$ cat src/rtl/ascon_ctrl_regs.sv
// ascon_ctrl_regs: register front-end, launch/busy/done FSM and watchdog for the ASCON core (irq_o with ASCON_CTRL_IRQ_EN).
// Latency: bus response one cycle after the sampled request; start_o one cycle after the START write.
// Backpressure: none, a request may be issued every cycle and is always answered.
module ascon_ctrl_regs #(
    parameter int STATE_WORDS    = 5,
    parameter int WORD_W         = 64,
    parameter int BUS_W          = 32,
    parameter int ADDR_W         = 8,
    parameter int ROUND_W        = 4,
    parameter int DEFAULT_ROUNDS = 12,
    parameter int TIMEOUT_CYC    = 1024
) (
    input  logic                          clk_i,
    input  logic                          rst_i,
    input  logic                          reg_valid_i,
    input  logic                          reg_write_i,
    input  logic [ADDR_W-1:0]             reg_addr_i,
    input  logic [BUS_W-1:0]              reg_wdata_i,
    output logic                          reg_rsp_valid_o,
    output logic [BUS_W-1:0]              reg_rdata_o,
    output logic                          reg_error_o,
    output logic                          start_o,
    output logic [ROUND_W-1:0]            rounds_o,
    output logic [STATE_WORDS*WORD_W-1:0] state_o,
    input  logic                          done_i,
    input  logic                          update_state_i,
    input  logic [STATE_WORDS*WORD_W-1:0] state_i
`ifdef ASCON_CTRL_IRQ_EN
    ,
    output logic                          irq_o
`endif
);

    localparam int STATE_BITS = STATE_WORDS * WORD_W;
    localparam int NSLICE     = STATE_BITS / BUS_W;
    localparam int WD_W       = (TIMEOUT_CYC > 0) ? $clog2(TIMEOUT_CYC + 1) : 1;

    typedef enum logic [1:0] {ST_IDLE, ST_LAUNCH, ST_WAIT} fsm_t;

    fsm_t                  fsm_q, fsm_d;
    logic [STATE_BITS-1:0] state_q, state_d;
    logic [ROUND_W-1:0]    rounds_q, rounds_d;
    logic [ROUND_W-1:0]    run_rounds_q, run_rounds_d;
    logic                  irq_en_q, irq_en_d;
    logic                  done_q, done_d;
    logic                  err_q, err_d;
    logic                  tout_q, tout_d;
    logic [WD_W-1:0]       wd_q, wd_d;
    logic                  rsp_vld_q;
    logic [BUS_W-1:0]      rdata_q, rdata_d;
    logic                  rsp_err_q, rsp_err_d;
    logic                  irq_q, irq_d;

    logic [ADDR_W-1:0]     k;
    logic                  aligned, busy, hit, launch;
    logic                  set_done, set_err, set_tout;
    logic [2:0]            clr;

    assign k       = reg_addr_i / ADDR_W'(BUS_W / 8);
    assign aligned = (reg_addr_i % ADDR_W'(BUS_W / 8)) == '0;
    assign busy    = (fsm_q != ST_IDLE);

    always_comb begin
        fsm_d        = fsm_q;
        state_d      = state_q;
        rounds_d     = rounds_q;
        run_rounds_d = run_rounds_q;
        irq_en_d     = irq_en_q;
        wd_d         = wd_q;
        rdata_d      = '0;
        rsp_err_d    = 1'b0;
        hit          = 1'b0;
        launch       = 1'b0;
        set_done     = 1'b0;
        set_err      = 1'b0;
        set_tout     = 1'b0;
        clr          = '0;

        // Misaligned addresses are treated like unmapped ones: error, no side effects.
        if (reg_valid_i) begin
            if (!aligned) begin
                rsp_err_d = 1'b1;
            end else if (k == '0) begin
                if (!reg_write_i) begin
                    rdata_d[1]            = irq_en_q;
                    rdata_d[8 +: ROUND_W] = rounds_q;
                end else begin
`ifdef ASCON_CTRL_IRQ_EN
                    irq_en_d = reg_wdata_i[1];
`endif
                    // While busy only an attempt to launch or change ROUNDS is a violation,
                    // so software can still toggle IRQ_EN with a read-modify-write.
                    if (busy) begin
                        if (reg_wdata_i[0] || (reg_wdata_i[8 +: ROUND_W] != rounds_q)) begin
                            rsp_err_d = 1'b1;
                            set_err   = 1'b1;
                        end
                    end else begin
                        rounds_d = reg_wdata_i[8 +: ROUND_W];
                        launch   = reg_wdata_i[0];
                    end
                end
            end else if (k == ADDR_W'(1)) begin
                if (!reg_write_i) rdata_d[3:0] = {tout_q, err_q, done_q, busy};
                else              clr          = reg_wdata_i[3:1];
            end else begin
                for (int j = 0; j < NSLICE; j++) begin
                    if (k == ADDR_W'(j + 2)) begin
                        hit = 1'b1;
                        if (!reg_write_i) begin
                            rdata_d = state_q[j*BUS_W +: BUS_W];
                        end else if (busy) begin
                            rsp_err_d = 1'b1;
                            set_err   = 1'b1;
                        end else begin
                            state_d[j*BUS_W +: BUS_W] = reg_wdata_i;
                        end
                    end
                end
                if (!hit) rsp_err_d = 1'b1;
            end
        end

        if (update_state_i) state_d = state_i;

        case (fsm_q)
            ST_IDLE: begin
                if (launch) begin
                    fsm_d        = ST_LAUNCH;
                    run_rounds_d = rounds_d;
                end
            end
            ST_LAUNCH: begin
                wd_d = '0;
                if (done_i) begin
                    fsm_d    = ST_IDLE;
                    set_done = 1'b1;
                end else begin
                    fsm_d = ST_WAIT;
                end
            end
            ST_WAIT: begin
                if (done_i) begin
                    fsm_d    = ST_IDLE;
                    set_done = 1'b1;
                end else if ((TIMEOUT_CYC != 0) && ((wd_q + WD_W'(1)) == WD_W'(TIMEOUT_CYC))) begin
                    fsm_d    = ST_IDLE;
                    set_tout = 1'b1;
                    set_err  = 1'b1;
                end else begin
                    wd_d = wd_q + WD_W'(1);
                end
            end
            default: fsm_d = ST_IDLE;
        endcase

        done_d = (done_q & ~clr[0]) | set_done;
        err_d  = (err_q  & ~clr[1]) | set_err;
        tout_d = (tout_q & ~clr[2]) | set_tout;
        irq_d  = irq_en_q & (done_q | err_q);
    end

    always_ff @(posedge clk_i or posedge rst_i) begin
        if (rst_i) begin
            fsm_q        <= ST_IDLE;
            state_q      <= '0;
            rounds_q     <= ROUND_W'(DEFAULT_ROUNDS);
            run_rounds_q <= ROUND_W'(DEFAULT_ROUNDS);
            irq_en_q     <= 1'b0;
            done_q       <= 1'b0;
            err_q        <= 1'b0;
            tout_q       <= 1'b0;
            wd_q         <= '0;
            rsp_vld_q    <= 1'b0;
            rdata_q      <= '0;
            rsp_err_q    <= 1'b0;
            irq_q        <= 1'b0;
        end else begin
            fsm_q        <= fsm_d;
            state_q      <= state_d;
            rounds_q     <= rounds_d;
            run_rounds_q <= run_rounds_d;
            irq_en_q     <= irq_en_d;
            done_q       <= done_d;
            err_q        <= err_d;
            tout_q       <= tout_d;
            wd_q         <= wd_d;
            rsp_vld_q    <= reg_valid_i;
            rdata_q      <= rdata_d;
            rsp_err_q    <= rsp_err_d;
            irq_q        <= irq_d;
        end
    end

    assign reg_rsp_valid_o = rsp_vld_q;
    assign reg_rdata_o     = rdata_q;
    assign reg_error_o     = rsp_err_q;
    assign start_o         = (fsm_q == ST_LAUNCH);
    assign rounds_o        = run_rounds_q;
    assign state_o         = state_q;
`ifdef ASCON_CTRL_IRQ_EN
    assign irq_o           = irq_q;
`endif

endmodule

$ cat config.mk
export PLATFORM = sky130hd
export DESIGN_NAME = ascon_ctrl_regs
export DESIGN_NICKNAME = d
export VERILOG_FILES = /design/src/rtl/ascon_ctrl_regs.sv
export SDC_FILE = /design/constraint.sdc
export NUM_CORES = 1
export LEC_CHECK = 0
export CAP_MARGIN = 20
export CORE_AREA = 2 2 283 285
export CTS_BUF_LIST = sky130_fd_sc_hd__clkbuf_2 sky130_fd_sc_hd__clkbuf_4 sky130_fd_sc_hd__clkbuf_8
export DETAILED_ROUTE_END_ITERATION = 8
export DIE_AREA = 0 0 285 287
export SYNTH_ARGS = -nofsm -noshare
export SYNTH_HDL_FRONTEND = slang
export SYNTH_SLANG_ARGS = --single-unit
$ cat constraint.sdc
create_clock -name clk_i -period 37.1 [get_ports clk_i]
set_input_delay 7.42 -clock clk_i [delete_from_list [all_inputs] [get_ports clk_i]]
set_output_delay 7.42 -clock clk_i [all_outputs]
set_load 0.005 [all_outputs]
==> impl_summary.md, run 1 <==
Status
The run finished with clean final reports.

STA
Setup violations remaining at the end of the flow were counted as 0. Setup repair after global routing left no endpoint under its margin. The actual slew at the worst max-slew pin is 1.096 ns.

The final critical-path required period is 10.45 ns. Summed over all failing endpoints, the final setup total negative slack is 0 ns. The number of max-slew violations in the final report is 0. The tightest hold path in the finished design has a slack of 0.4758 ns. In the finished design, the share of the clock period the worst path needs comes to 0.2816.

The total count of hold-check failures in the final report was 0. The fmax is 95.73 MHz. Clock skew on the completed layout was measured at 0.04022 ns. The worst slew margin relative to its limit is 0.2686. Across all setup checks in the final design, the least slack found is 26.65 ns.

Yosys
The synthesized netlist occupies a cell area of 0.01922 mm2. For this run, the register share of the synthesized area comes to 0.4924. Of the total synthesized cell area, the portion taken by XOR and XNOR cells is 0.002734. The synthesized netlist contains 61 unique library cells. The number of warnings printed during yosys synthesis is 0. In the synthesized netlist the async set-or-reset flop fraction comes to 1.000. Measured against the total synthesized area, the mux share comes to 0.09282.

The count of flip-flops with a built-in enable after synthesis is 0. The adder and majority gate portion of the synthesized area is 0.002604. The number of cells produced by synthesis is 2092. After synthesis, the largest family of logic cells by area is compound AO/OA/AOI/OAI gates.

The fraction of the mapped netlist area in compound gates is 0.2349. Of the total synthesized cell area, the portion taken by AND, OR, NAND and NOR gates is 0.1308. Counting every net in the synthesized netlist gives 2462. The synthesized design contains 378 register bits. Each instance of the synthesized netlist takes up on average 9.188 um2.

Among all flip-flop cells after synthesis, the most frequent one is sky130_fd_sc_hd__dfrtp_1.

Final layout
The commonest non-fill, non-tap cell in the layout is sky130_fd_sc_hd__clkdlybuf4s50_1. Of the cells placed in the final design, the portion with a size suffix greater than 1 is 0.09262. The number of fillers in the final layout is 8040. Compared with the post-synthesis result, the final layout area differs by 51.36%. The multi-input combinational cells in the finished layout cover a total of 0.009030 mm2.

In the final layout, flip-flops and latches occupy 0.009464 mm2. The finished layout holds 3879 standard cells, fillers aside. Measured on the finished design, the core utilization comes to 0.3701. The final layout contains 3133 nets. In the layout the commonest cells are sky130_fd_sc_hd__clkdlybuf4s50_1, sky130_fd_sc_hd__nand2_1, sky130_fd_sc_hd__dfrtp_1, sky130_fd_sc_hd__o21ai_0, sky130_fd_sc_hd__a21oi_1.

Power
VDD sags by at most 0.00001985 V. Summed over all cells, the static leakage comes to 11.52 nW. Power spread over the standard cell area amounts to 41.08 mW/mm2.

Route
Across all layers, the routed design uses 20110 vias. For this run, the detailed router's first-pass iteration total came to 5. The average vias per placed instance is 5.184.

The sum of routed wire length over all layers is 109.4 mm. The average wire length per cell after detail routing is 28.20 um. The number of routed nets with antenna violations is 0. The number of violations reported at the end of detailed-routing iteration 0 is 1762. In the routed design, unresolved DRC markers number 0.

Worst setup path
In this run the worst path has a maximum fanout of 49. The data required time of the critical path is 37.65 ns. For the worst flop-to-flop path, the logic depth is 9. At the worst endpoint, the arrival time is 11.00 ns. The worst setup path is captured at a flop.

By instance count, the cell type seen most on the critical path is sky130_fd_sc_hd__nand2_1. The category of the most critical setup path is in2reg. The slowest stage cell on the critical path is sky130_fd_sc_hd__or4_1. The kind of start point of the critical path is an input port. Walking the worst path, the cells encountered are clkdlybuf4s50_1 -> or4_1 -> o2111a_1 -> a41oi_4 -> buf_4 -> nor2_2 -> buf_8 -> nand2_1 -> nand2_1. In this design, the stage delay of the slowest critical-path cell is 0.87 ns.

Worst hold path
Counting instances, the worst hold path has a depth of 1. The worst min-delay path class is reg2reg.

Global routing
Entering global routing, the biggest net connects 105 pins. The via count of the first global-routing pass is 19470. The initial antenna violation count is 15.

The first global-routing pass estimated 151.5 mm of wire. In the global route stage, overall resource usage came out at 0.2574. The leftover overflow at the end of global routing is 0.

Clock network
Clock tree synthesis inserted a total of 75 buffers. The H-tree was split into 3 levels. The TritonCTS clock tree is done.

The register clock-pin slew on the reported worst setup and hold paths is 0.06 ns. The library cell used as clock root buffer is sky130_fd_sc_hd__clkbuf_8. The source-to-sink clock delay at the later pin of the worst-skew pair is 0.68 ns. The post-CTS setup buffer count is 0. The number of hold buffers added after CTS was 0.

Counting every sink on the clock net gives 378. After clock tree synthesis, the repair step resized 0 gates. Counting along the longest clock path gives a buffer depth of 3.

Floorplanning
The core region is 0.07861 mm2. The number of top-level design ports is 725. The overall die area is 0.08180 mm2. The width of the die is 285 um. The row count is 103. The die height is 287 um.

The initial core utilization is 0.2445.

Run
The count of maximum capacitance violations is 0.

Placement
Once detailed placement completed, the half-perimeter wirelength came to 81.94 mm. Input and output buffers added on the ports amount to 724. The placed instance count is 3734.

The last weighted congestion value of the routability-driven placer is 0.9293. The worst setup slack before clock tree synthesis is 25.98 ns.
==> cells in the mapped netlist (all sizes together), types with 2 or more instances <==
library cell,instances,share of area
a211o,3,0.0014
a211oi,2,0.0010
a21o,5,0.0020
a21oi,226,0.060
a22o,5,0.0023
a22oi,119,0.046
a31o,4,0.0018
a31oi,11,0.0036
a32o,3,0.0016
a41o,2,0.0010
and2,11,0.0036
and3,4,0.0013
buf,60,0.019
clkbuf,120,0.023
dfrtp,374,0.49
dfstp,4,0.0055
ha,4,0.0026
inv,8,0.0016
mux2,42,0.025
mux2i,131,0.068
nand2,406,0.079
nand2b,6,0.0020
nand3,5,0.0013
nand4,27,0.0088
nor2,66,0.013
nor2b,39,0.013
nor3,9,0.0026
nor3b,2,0.0010
nor4,2,0.00065
nor4b,3,0.0014
o211ai,50,0.020
o21ai,271,0.071
o221ai,7,0.0032
o22a,22,0.010
o22ai,14,0.0046
o311ai,4,0.0018
o31ai,2,0.00078
or4b,2,0.0010
xnor2,5,0.0023
==> registers in the layout (all words and copies together), names as in the netlist <==
| signal | cells |
|---|---|
| err_q | 1 |
| done_q | 1 |
| tout_q | 1 |
| rounds_o | 4 |
| reg_rdata_o | 32 |
| rounds_q | 4 |
| reg_rsp_valid_o | 1 |
| state_o | 320 |
| fsm_q | 2 |
| wd_q | 11 |
| reg_error_o | 1 |
==> cells by family after synthesis <==
| logic type | Yosys count |
|---|---|
| AO/OA/AOI/OAI | 757 |
| multiplexers | 173 |
| adder cells (fa/ha/maj) | 4 |
| XOR/XNOR | 6 |
| AND/OR/NAND/NOR | 586 |
| flip-flops | 378 |
| buffers and inverters | 188 |
==> power by group <==
| group | internal (W) | total, W | switching (W) |
|---|---|---|---|
| registers | 0.000450 | 0.000493 | 0.0000431 |
| logic | 0.000127 | 0.000240 | 0.000113 |
| clock network | 0.000255 | 0.000462 | 0.000207 |
| total | 0.000832 | 0.00120 | 0.000363 |
==> layout make-up <==
cell class / count / share of cell area
Sequential cell: 378 / 0.3253
Multi-Input combinational cell: 1526 / 0.3104
Clock buffer: 113 / 0.04808
Antenna cell: 11 / 0.0009461
Inverter: 8 / 0.001290
Tap cell: 1050 / 0.04516
Timing Repair Buffer: 774 / 0.2629
Clock inverter: 19 / 0.005978
==> worst paths after layout <==
check	startpoint	slack, ns	endpoint
setup / recovery	reg_addr_i[4]	26.65	state_o[308]
hold / removal	tout_q	0.48	tout_q
min in group asynchronous	rst_i	7.22	state_o[73]
setup reg to reg	fsm_q[1]	34.01	state_o[308]
hold reg to reg	tout_q	0.48	tout_q
max in group asynchronous	rst_i	27.65	reg_rdata_o[12]
==> per-layer routing <==
metal	track usage	share of wire	up-vias
met2	0.3665	0.42	1136
met5	0	0.00076	-
met4	0.06950	0.029	12
li1	-	-	8896
met3	0.07952	0.10	186
met1	0.3734	0.45	9878
==> critical path: cells and delay by family <==
family                 cells  cell delay, ns
buffers and inverters      3            1.32
AO/OA/AOI/OAI              2            0.93
AND/OR/NAND/NOR            4            1.31
==> through the flow <==
step	power, W	instance area, um2
final	0.001195	29090
after CTS	0.001203	29030
after floorplan	0.0005628	19220
after detailed placement	0.0007373	27460
after global routing	0.001244	29080
after global placement	0.0007363	27440
Power figures use the tool's default switching activity.
==> run 2, diff against run 1 <==
- clock period: 37.1 -> 9.6 ns (I/O delays scaled with it)
==> impl_summary.md, run 2 (synthesis gave the netlist of run 1 again) <==
Route
The average wire length per cell after detail routing is 27.90 um (-1.1%). The number of violations reported at the end of detailed-routing iteration 0 came to 1742 (-1.1%). The sum of routed wire length over all layers is 108.5 mm (-0.86%). The count of TritonRoute iterations in the first routing pass was 5 (unchanged).

The total via count in the routed design is 20000 (-0.53%). The average vias per placed instance came to 5.146 (-0.74%). The number of routed nets with antenna violations came to 0 (unchanged). The detailed-route DRC error count is 0 (unchanged).

Clock network
The maximum root-to-sink buffer count is 3 (unchanged). The total clock buffers created by CTS is 78 (+4.0%). The post-cts gate resize count is 0 (unchanged). The number of hold-repair buffers added at the cts stage is 0 (unchanged). The number of clock sinks seen by CTS came to 378 (unchanged). The register clock-pin slew on the reported worst setup and hold paths is 0.06 ns (about the same).

The deepest level of the CTS H-tree is 3 (unchanged). The source-to-sink clock delay at the later pin of the worst-skew pair came to 0.68 ns (about the same). The library cell used as clock root buffer is sky130_fd_sc_hd__clkbuf_8. The post-CTS setup buffer count came to 0 (unchanged). The TritonCTS clock tree is done.

Worst setup path
The peak per-stage delay on the critical path is 0.84 ns (-0.03 ns). The cell repeated most along the worst path is sky130_fd_sc_hd__nand2_1. The data required time of the critical path is 10.13 ns (-27.52 ns).

The launching instance or port of the critical path is reg_addr_i[4]. Walking the worst path, the cells encountered are clkdlybuf4s50_1 -> or4_1 -> o2111a_1 -> a21oi_4 -> buf_4 -> nor2_2 -> buf_8 -> nand2_1 -> nand2_1. STA classifies the critical path startpoint as an input port.

The category of the most critical setup path is in2reg. In this run the critical register-to-register path is launched from fsm_q[1]. The kind of capture point of the worst setup path is a flop.

The largest fanout on the critical path is 40 (-18%). The endpoint arrival time on the critical path is 5.52 ns (-5.48 ns). The slowest stage cell on the critical path is sky130_fd_sc_hd__or4_1.

Power
The static leakage came to 11.58 nW (+0.50%). The worst supply voltage drop on vdd was 0.00009198 V (+360%). The power density over cell area is 162.6 mW/mm2 (+300%).

The final total power is 0.004757 W (+300%).

Final layout
The share of layout cells above drive strength 1 was 0.09358 (+0.0009650). The net count of the finished layout is 3129 (-0.13%). The flip-flop count of the largest register, all copies and words added is 320 (unchanged). The number of fillers in the final layout is 8013 (-0.34%). The library cell used most frequently in the layout, excluding fill and tap cells, is sky130_fd_sc_hd__clkdlybuf4s50_1. The final design utilization was 0.3721 (+0.002053). In the layout the commonest cells are sky130_fd_sc_hd__clkdlybuf4s50_1, sky130_fd_sc_hd__nand2_1, sky130_fd_sc_hd__dfrtp_1, sky130_fd_sc_hd__o21ai_0, sky130_fd_sc_hd__a21oi_1.

The area added between synthesis and finish is 52.20%.

STA
The total setup violations reported at the end of the flow is 0 (unchanged). For the finished layout, the period the worst path requires is 4.990 ns. Of the available clock period, the critical path in the final layout requires 0.5198. The worst slew margin relative to its limit is 0.2391 (-0.02949). The worst-case clock skew is 0.03569 ns (-0.004534 ns). The total count of hold-check failures in the final report is 0 (unchanged). The setup slack of the critical path after layout came to 4.610 ns (-22.04 ns). The setup TNS after final layout is 0 ns (unchanged). The number of max-slew violations in the final report is 0 (unchanged).

The fmax is 200.4 MHz. The actual slew at the worst max-slew pin is 1.139 ns (+0.04307 ns). Setup repair after global routing left no endpoint under its margin.

Global routing
The pin count of the biggest net entering global routing is 216 (+110%). The leftover overflow at the end of global routing was 0 (unchanged). The initial antenna violation count is 25 (+10). The wire length of the first global-routing pass was 149.3 mm (-1.5%).

The via count of the first global-routing pass is 19310 (-0.80%). The global-route usage over all layers came to 0.2549 (-0.002563).

Placement
The last weighted congestion value of the routability-driven placer came to 0.9408 (+1.2%). The number of buffers inserted by port buffering was 724 (unchanged). The post-DP HPWL is 80.31 mm (-2.0%).

The worst setup slack before clock tree synthesis is 3.921 ns (-22.06 ns).

Floorplanning
The overall die area was 0.08180 mm2 (unchanged). The number of top-level design ports came to 725 (unchanged). The core box area is 0.07861 mm2 (unchanged).

The die height was 287 um (unchanged). The width of the die is 285 um (unchanged). The row count is 103 (unchanged).

The initial core utilization came to 0.2445 (unchanged).

Status
The flow ran to the end, and the final reports show no timing, DRC or antenna violations.

Run
The count of maximum capacitance violations is 0 (unchanged).

Worst hold path
The worst min-delay path class is reg2reg. In this run the most critical hold path is launched from tout_q.
==> run 2: cell types whose count changed in the layout (fill, tap and decap cells not counted), moves of 2 or more <==
| cell | before | now |
|---|---|---|
| sky130_fd_sc_hd__diode_2 | 11 | 16 |
| sky130_fd_sc_hd__clkinv_2 | 10 | 6 |
| sky130_fd_sc_hd__clkbuf_8 | 88 | 100 |
| sky130_fd_sc_hd__buf_4 | 47 | 40 |
| sky130_fd_sc_hd__inv_8 | 1 | 3 |
| sky130_fd_sc_hd__buf_12 | 0 | 3 |
==> run 2: worst paths after layout <==
path	cells after the start	endpoint	slack, ns
worst max-delay path	9	state_o[249]	4.61
worst min-delay path	1	tout_q	0.48
worst max register to register	9	state_o[249]	6.57
worst min register to register	1	tout_q	0.48
max in group asynchronous	3	reg_rdata_o[17]	6.26
min in group asynchronous	2	state_o[137]	1.83
==> run 2: worst max-delay path: cells and delay by family <==
kind | cells | cell delay (ns)
buffers and inverters | 3 | 1.35
and+or+nand+nor | 4 | 1.21
AOI/OAI and AO/OA | 2 | 0.99
==> run 2: area by class of cell <==
type | count | area [um2] | share of cell area
clock buffer | 125 | 1564 | 0.05346
sequential | 378 | 9464 | 0.3235
tap | 1050 | 1314 | 0.04491
multi-input combinational | 1526 | 9035 | 0.3088
inverter | 8 | 33.78 | 0.001155
clock inverter | 17 | 192.7 | 0.006586
timing repair buffer | 767 | 7612 | 0.2602
antenna | 16 | 40.04 | 0.001369
==> run 2: per-stage QoR <==
stage	hold slack [ns]	area (um2)	instances
2_1_floorplan	0.4419	19230	2092
3_3_place_gp	0.4626	27440	3728
3_5_place_dp	0.4614	27440	3728
4_1_cts	0.4741	29200	3870
5_1_grt	0.4903	29250	3884
6_report	0.4811	29260	3887
==> run 2: layer usage <==
| layer | share of wire | wire length, um | track usage |
|---|---|---|---|
| met1 | 0.46 | 49680 | 0.3689 |
| met2 | 0.42 | 45520 | 0.3661 |
| met3 | 0.092 | 9992 | 0.07317 |
| met4 | 0.029 | 3196 | 0.07356 |
| met5 | 0.00067 | 73 | 0 |
==> run 2: power breakdown <==
part	internal [W]	switching, W	total [W]
logic	0.000488	0.000432	0.000920
clock network	0.00112	0.000813	0.00193
registers	0.00174	0.000166	0.00190
==> run 3, diff against run 2 <==
- clock period: 9.6 -> 4.4 ns (I/O delays scaled with it)
==> impl_summary.md, run 3 (synthesis gave the netlist of run 1 again) <==
STA
The setup slack of the critical path after layout is 0.9187 ns (-3.691 ns). The period utilization is 0.7912. The number of max-slew violations in the final report came to 0 (unchanged). Setup repair after global routing left no endpoint under its margin. The total setup violations reported at the end of the flow is 0 (unchanged). The actual slew at the worst max-slew pin is 1.125 ns (-0.01371 ns).

The fmax is 287.2 MHz. The worst-case clock skew is 0.04765 ns (+0.01196 ns). The worst slew margin relative to its limit is 0.2490 (+0.009900). The final critical-path required period is 3.481 ns. The final hold slack is 0.4813 ns (+0.0001830 ns).

The total count of hold-check failures in the final report is 0 (unchanged).

Clock network
The post-cts gate resize count came to 0 (unchanged). The maximum root-to-sink buffer count is 3 (unchanged). The deepest level of the CTS H-tree is 3 (unchanged). The library cell used as clock root buffer is sky130_fd_sc_hd__clkbuf_8. The register clock-pin slew on the reported worst setup and hold paths is 0.06 ns (about the same). The total clock buffers created by CTS came to 76 (-2.6%).

The number of hold-repair buffers added at the cts stage is 0 (unchanged). The post-CTS setup buffer count was 0 (unchanged). The TritonCTS clock tree is done. The source-to-sink clock delay at the later pin of the worst-skew pair was 0.69 ns (about the same).

The number of clock sinks seen by CTS is 378 (unchanged).

Final layout
The number of fillers in the final layout is 8052 (+0.49%). The share of layout cells above drive strength 1 is 0.09996 (+0.006381). The number of standard cells in the final layout excluding fillers is 3911 (+0.62%). The post-layout instance area is 0.02951 mm2 (+0.88%).

The net count of the finished layout is 3158 (+0.93%). The library cells used most frequently in the layout, excluding fill and tap cells, are sky130_fd_sc_hd__clkdlybuf4s50_1, sky130_fd_sc_hd__nand2_1, sky130_fd_sc_hd__dfrtp_1, sky130_fd_sc_hd__o21ai_0, sky130_fd_sc_hd__a21oi_1. The commonest non-fill, non-tap cell in the layout is sky130_fd_sc_hd__clkdlybuf4s50_1.

The flip-flop count of the largest register, all copies and words added is 320 (unchanged). Relative to the synthesized area, the layout overhead comes to 53.54%.

Worst setup path
The kind of capture point of the worst setup path is a flop. The worst reg2reg path startpoint is wd_q[1]. The buffering stage count on the worst path with inverters included came to 3 (unchanged).

The cell depth of the worst flop-to-flop path is 8 (-1). The slowest stage cell on the critical path is sky130_fd_sc_hd__or4_1. The number of cells on the critical path was 8 (-1). The data required time of the critical path is 4.93 ns (-5.20 ns). The kind of cell with the highest combined delay along the critical path is buffers and inverters. The endpoint arrival time on the critical path is 4.02 ns (-1.50 ns). The peak per-stage delay on the critical path is 0.85 ns (about the same). The worst setup path is of the in2reg kind.

The critical path goes through clkdlybuf4s50_1 -> or4_1 -> nor2_2 -> buf_12 -> and2_2 -> buf_4 -> mux2i_1 -> o21ai_0. The launching instance or port of the critical path is reg_addr_i[4]. The kind of start point of the critical path is an input port.

The largest fanout on the critical path was 32 (-20%).

Global routing
The pin count of the biggest net entering global routing is 111 (-49%). The initial antenna violation count is 18 (-28%). The global-route usage over all layers is 0.2537 (-0.001138). The via count of the first global-routing pass is 19780 (+2.4%).

The leftover overflow at the end of global routing is 0 (unchanged). The wire length of the first global-routing pass came to 150.2 mm (+0.58%).

Route
The total via count in the routed design is 20180 (+0.90%). The detailed-route DRC error count came to 0 (unchanged). The count of TritonRoute iterations in the first routing pass is 6 (+1). The number of routed nets with antenna violations came to 0 (unchanged). The average wire length per cell after detail routing came to 27.39 um (-1.9%). The sum of routed wire length over all layers is 107.1 mm (-1.2%). The average vias per placed instance is 5.160 (+0.28%). The number of violations reported at the end of detailed-routing iteration 0 is 1784 (+2.4%).

Floorplanning
The die height was 287 um (unchanged). The core box area is 0.07861 mm2 (unchanged). The overall die area came to 0.08180 mm2 (unchanged). The row count was 103 (unchanged). The number of top-level design ports is 725 (unchanged). The initial core utilization is 0.2445 (unchanged). The width of the die was 285 um (unchanged).

Placement
The placed instance count is 3760 (+0.86%). The last weighted congestion value of the routability-driven placer was 0.9326 (-0.87%). The number of buffers inserted by port buffering is 724 (unchanged).

The worst setup slack before clock tree synthesis was 0.2896 ns (-3.631 ns). The post-DP HPWL is 81.19 mm (+1.1%). The placement-stage cell area came to 0.02778 mm2 (+1.2%).

Power
The static leakage is 11.72 nW (+1.2%). The power density over cell area came to 348.2 mW/mm2 (+110%). The worst supply voltage drop on vdd was 0.0002080 V (+130%).

Run
The count of maximum capacitance violations is 0 (unchanged).

Worst hold path
The critical hold path startpoint is tout_q. The number of cells on the worst hold path is 1 (unchanged). The min-delay analysis places its worst path in the category reg2reg.

Status
The flow ran to the end, and the final reports show no timing, DRC or antenna violations.
## run 3: cell types whose count changed in the layout (fill, tap and decap cells not counted), sizes merged
cell,before,now
clkinv,7,4
clkinvlp,5,2
clkbuf,125,118
diode,16,20
buf,46,77
bufinv,3,4
inv,10,11
## run 3: routing by layer
layer  GRT usage  vias to the layer above  routed length, um
met5           0                        -                 39
met2      0.3774                     1011              46720
li1            -                     8956                  -
met1      0.3662                    10050              48940
met4     0.07356                        6               2631
met3     0.05746                      158               8785
## run 3: worst reg2reg max path, cell delays in order, from the launching register on
cell and delay (ns):
sky130_fd_sc_hd__dfrtp_1 0.39, sky130_fd_sc_hd__ha_1 0.26, sky130_fd_sc_hd__nand4_1 0.16, sky130_fd_sc_hd__or4b_1 0.52
sky130_fd_sc_hd__a211oi_2 0.29, sky130_fd_sc_hd__a21oi_1 0.30, sky130_fd_sc_hd__buf_4 0.28, sky130_fd_sc_hd__a32o_1 0.25
sky130_fd_sc_hd__a31o_2 0.21
## run 3: path summary, 6_finish.rpt
check,end,slack [ns]
max reg2reg,wd_q[6],1.65
min reg2reg,tout_q,0.48
max in group asynchronous,state_o[154],2.68
min,tout_q,0.48
max,state_o[55],0.92
min in group asynchronous,state_o[161],0.61
## run 3: layout make-up
type / count / area, um2 / share of cell area
Sequential cell: 378 / 9464 / 0.3207
Multi-Input combinational cell: 1526 / 9035 / 0.3061
Tap cell: 1050 / 1314 / 0.04451
Inverter: 8 / 33.78 / 0.001145
Clock inverter: 13 / 198.9 / 0.006741
Clock buffer: 118 / 1480 / 0.05015
Antenna cell: 20 / 50.05 / 0.001696
Timing Repair Buffer: 798 / 7938 / 0.2690
## run 3: stage by stage
stage,setup TNS (ns),power (W),util
after CTS,0,0.01037,0.3748
after detailed placement,0,0.006231,0.3534
after global placement,0,0.006227,0.3534
after floorplan,-582.15,0.004747,-
after global routing,0,0.01071,0.3752
final,0,0.01028,0.3754
## run 3: report_power, final
group	switching [W]	internal (W)	leakage, nW
clock network	0.00171	0.00238	0.885
logic	0.000948	0.00108	6.20
registers	0.000363	0.00379	4.63
